<file path="config.mk">
export PLATFORM = sky130hd
export DESIGN_NAME = senone_sender
export DESIGN_NICKNAME = d
export VERILOG_FILES = /design/src/rtl/senone_sender.sv
export SDC_FILE = /design/constraint.sdc
export NUM_CORES = 1
export LEC_CHECK = 0
export CAP_MARGIN = 25
export CORE_ASPECT_RATIO = 1.4
export CORE_MARGIN = 2
export CORE_UTILIZATION = 24
export CTS_CLUSTER_DIAMETER = 100
export CTS_CLUSTER_SIZE = 40
export DETAILED_ROUTE_END_ITERATION = 8
export PLACE_DENSITY_LB_ADDON = 0.25
export SYNTH_ARGS = -nofsm -noshare
export SYNTH_HDL_FRONTEND = slang
export SYNTH_SLANG_ARGS = --single-unit
</file>
<file path="constraint.sdc">
create_clock -name clk -period 2.9 [get_ports clk]
set_clock_uncertainty 0.05 [all_clocks]
set_input_delay 0.58 -clock clk [delete_from_list [all_inputs] [get_ports clk]]
set_output_delay 0.58 -clock clk [all_outputs]
set_load 0.1 [all_outputs]
</file>
<file path="src/rtl/senone_sender.sv">
// senone_sender: streams n_senones signed 16-bit words from SRAM to the
// UART transmit slot, one value per transfer, in ascending address order.
module senone_sender #(
    parameter int unsigned n_senones = 1000,
    parameter logic [20:0] base_addr = 21'h0
) (
    input  logic               clk,
    input  logic               reset,
    input  logic               start_send,
    output logic               send_done,
    output logic               new_vector_incoming,
    input  logic               uart_ready,
    output logic               start_tx,
    output logic signed [15:0] tx_value,
    output logic [20:0]        data_addr,
    output logic               read_data,
    input  logic               sram_idle,
    input  logic               sram_ready,
    input  logic signed [15:0] data_in
);
    localparam int IW = (n_senones > 1) ? $clog2(n_senones) : 1;
    localparam logic [IW-1:0] LAST = IW'(n_senones - 1);

    typedef enum logic [2:0] {
        IDLE,
        REQ,
        WAIT_DATA,
        WAIT_UART,
        WAIT_ACCEPT,
        NEXT
    } state_t;

    state_t             r_state;
    state_t             w_next;
    logic [IW-1:0]      r_idx;
    logic               r_nvi;
    logic signed [15:0] r_tx;
    logic               w_last;
    logic               w_accept;
    logic [20:0]        w_off;

    assign w_last   = (r_idx == LAST);
    assign w_accept = (r_state == IDLE) && start_send;
    assign w_off    = 21'(r_idx) << 1;

    always_ff @(posedge clk or posedge reset) begin
        if (reset) begin
            r_state <= IDLE;
        end else begin
            r_state <= w_next;
        end
    end

    always_comb begin
        w_next = r_state;
        case (r_state)
            IDLE:        if (start_send)  w_next = REQ;
            REQ:         if (sram_idle)   w_next = WAIT_DATA;
            WAIT_DATA:   if (sram_ready)  w_next = WAIT_UART;
            WAIT_UART:   if (uart_ready)  w_next = WAIT_ACCEPT;
            WAIT_ACCEPT: if (!uart_ready) w_next = NEXT;
            NEXT:        w_next = w_last ? IDLE : REQ;
            default:     w_next = IDLE;
        endcase
    end

    // Handshake strobes are decoded from state so an abort by reset
    // silences them immediately.
    always_comb begin
        read_data = 1'b0;
        start_tx  = 1'b0;
        send_done = 1'b0;
        case (r_state)
            REQ:       read_data = sram_idle;
            WAIT_UART: start_tx  = uart_ready;
            NEXT:      send_done = w_last;
            default:   ;
        endcase
    end

    always_ff @(posedge clk or posedge reset) begin
        if (reset) begin
            r_idx <= '0;
            r_nvi <= 1'b0;
            r_tx  <= '0;
        end else begin
            r_nvi <= w_accept;
            if (w_accept) begin
                r_idx <= '0;
            end else if (r_state == NEXT && !w_last) begin
                r_idx <= r_idx + IW'(1);
            end
            if (r_state == WAIT_DATA && sram_ready) begin
                r_tx <= data_in;
            end
        end
    end

    assign new_vector_incoming = r_nvi;
    assign tx_value            = r_tx;
    assign data_addr           = base_addr + w_off;

endmodule

</file>
==> results.ini <==
[worst_hold_path]
hp-class = flop to flop

[clock_tree]
cts_buffers = 5
clkTransAtPathRegs_ns = 0.06
htree_levels = 2
cts-root-buf = clkbuf_8
clock_latency_ns = 0.28
cts.repair.resized = 0
cts.hold.buffers_added = 0
clock_sinks = 30
cts_tree = built
clk_path_buf_depth = 2
postCtsSetupBuffers = 0

[setup_path]
crit_path_max_incr_delay_ns = 0.48
crit_slowest_cell = clkdlybuf4s50_1
path_buf_inv = 2
worstPathCellList = clkdlybuf4s50_1, nand2_1, nor3b_2, buf_12
cp.arrival_ns = 1.68
cp.required_ns = 2.27
critPathCaptureType = output port
crit_type = input port to output port
path_max_fanout = 3
critPathTopFamily = buffers and inverters
start_kind = input port

[placement]
hpwl_um = 2300
io_buffer_count = 51
pre_cts_slack_ns = 0.594
gp_congestion = 0.711
postPlaceCellArea_um2 = 1970

[timing]
hold_violations = 0
finalSetupTns_ns = 0
slew_viol_final = 0
rsz0062_at_grt = no
timing.fmax_ghz = 0.433
timing.final.crit_share_pct = 79.6
setup_ws_ns = 0.593
setup_viol = 0
fin_crit_ns = 2.31

[synth]
synth_seq_cells = 30
synth_top_family_by_area = simple AND/OR/NAND/NOR gates
synth_edf_count = 0
yosys.area_share.simple_pct = 17.7
synth_cell_types = 35
synth_mux_area_share_pct = 13.6
synthArstFlopShare_pct = 100
synthCells = 125
synth-compound-area-share_pct = 3.74
synth-main-ff-cell = dfrtp_1
ys_seq_area_share_pct = 51.0
syn-cell-area_um2 = 1470
syn_avg_cell_area_um2 = 11.8
synth_xor_area_share_pct = 4.16
synthAdderAreaFrac_pct = 0.850
ys.warnings.count = 0

[finish]
drive_gt1_share_pct = 35.4
mostFrequentLayoutCells = buf_4 (31), dfrtp_1 (30), clkdlybuf4s50_1 (21)
final_area_um2 = 2060
final_core_util_pct = 34.9
layout_commonest_cell = buf_4
area_delta_synth_final_pct = 40.1
nFillCells = 626
nNetsFinal = 203
diodes = 0

[global_routing]
grt_max_degree = 31
grt_usage_pct = 9.48
met2_usage_pct = 15.4
antenna_found_initial = 0
grt_first_pass_wirelength_um = 5040
grt_remaining_overflow = 0
grt_use_met1_pct = 11.0
grt_pass1_vias = 1053
grt_busiest_layer = met2
use_met3_pct = 2.92

[floorplan]
rows = 33
core_region_area_um2 = 5900
initial_utilization_pct = 24.9
die_x_um = 70.2
dieArea_um2 = 6790
die_h_um = 96.7
ios = 63

[route]
routed_wl_um = 3130
wire_per_inst_um = 12.5
first_pass_iters = 4
route.detailed.drc = 0
drtIter0Drc = 32
via_per_inst = 4.41
vias = 1108
antenna_left = 0

[run_status]
status = completed

[run]
maxCapViolCount = 0

-- Yosys cell counts (2+ instances only) --
library cell | number | share of area [%]
nor3b_1 | 2 | 1.0
buf_6 | 2 | 1.5
xor2_1 | 3 | 1.8
a21oi_1 | 2 | 0.68
nand3_1 | 6 | 2.0
a31oi_1 | 2 | 0.85
nor2_1 | 12 | 3.1
nand2_1 | 4 | 1.0
mux2_2 | 16 | 12
dfrtp_1 | 30 | 51
xnor2_1 | 4 | 2.4
inv_1 | 2 | 0.51
and3_1 | 2 | 0.85
nor4_1 | 2 | 0.85
buf_4 | 12 | 6.1
mux2i_1 | 2 | 1.4
nand2b_1 | 2 | 0.85
nor3_1 | 3 | 1.0
-- cell type report --
type                    count  area [um^2]  share of cell area (%)
clock buffers               7         86.3                    4.18
multi-input cells          87          643                    31.2
repair buffers             54          483                    23.4
flip-flops and latches     30          751                    36.4
clock inverters             1         5.00                   0.243
well taps                  70         87.6                    4.24
inverters                   2         7.51                   0.364
-- registers in the layout (all words and copies together), names as in the netlist --
name	count
tx_value	16
r_state	3
r_idx	10
new_vector_incoming	1
-- routing by layer --
metal	part of all wire, %	wire length (um)
met1	40	1260
met2	51	1600
met3	6.4	201
met4	2.0	62
met5	0	0
-- worst reg2reg max path, stage by stage, from the launching register on --
cell     delay [ns]
dfrtp_1        0.55
nor4b_4        0.33
buf_4          0.27
mux2_2         0.37
-- path summary, 6_finish.rpt --
path                                    from           end  slack, ns  cells past startpoint
worst max-delay path              uart_ready      start_tx       0.59                      4
worst min-delay path            tx_value[13]  tx_value[13]       0.46                      1
worst max register to register    r_state[2]   tx_value[7]       1.22                      3
worst min register to register  tx_value[13]  tx_value[13]       0.46                      1
max in group asynchronous              reset   tx_value[5]       1.88                      3
min in group asynchronous              reset  tx_value[13]       0.63                      3
-- per-stage QoR --
step / std cells / hold slack [ns]
floorplan: 135 / 0.587
global placement: 243 / 0.441
detailed placement: 243 / 0.447
CTS: 251 / 0.462
global route: 251 / 0.482
finish: 251 / 0.456
-- kinds of logic (layout without fill, tap and decap cells) --
family / Yosys count / count (layout)
AOI/OAI and AO/OA: 8 / 8
xor gates and xnor gates: 7 / 7
adders and majority gates: 1 / 1
buffers and inverters: 18 / 64
DFF: 30 / 30
muxes: 18 / 18
other: 1 / 11
and+or+nand+nor: 42 / 42
Power is left out: the tool's default activity adds up to more than one toggle a clock period on the data nets, which glitch-free logic cannot reach.
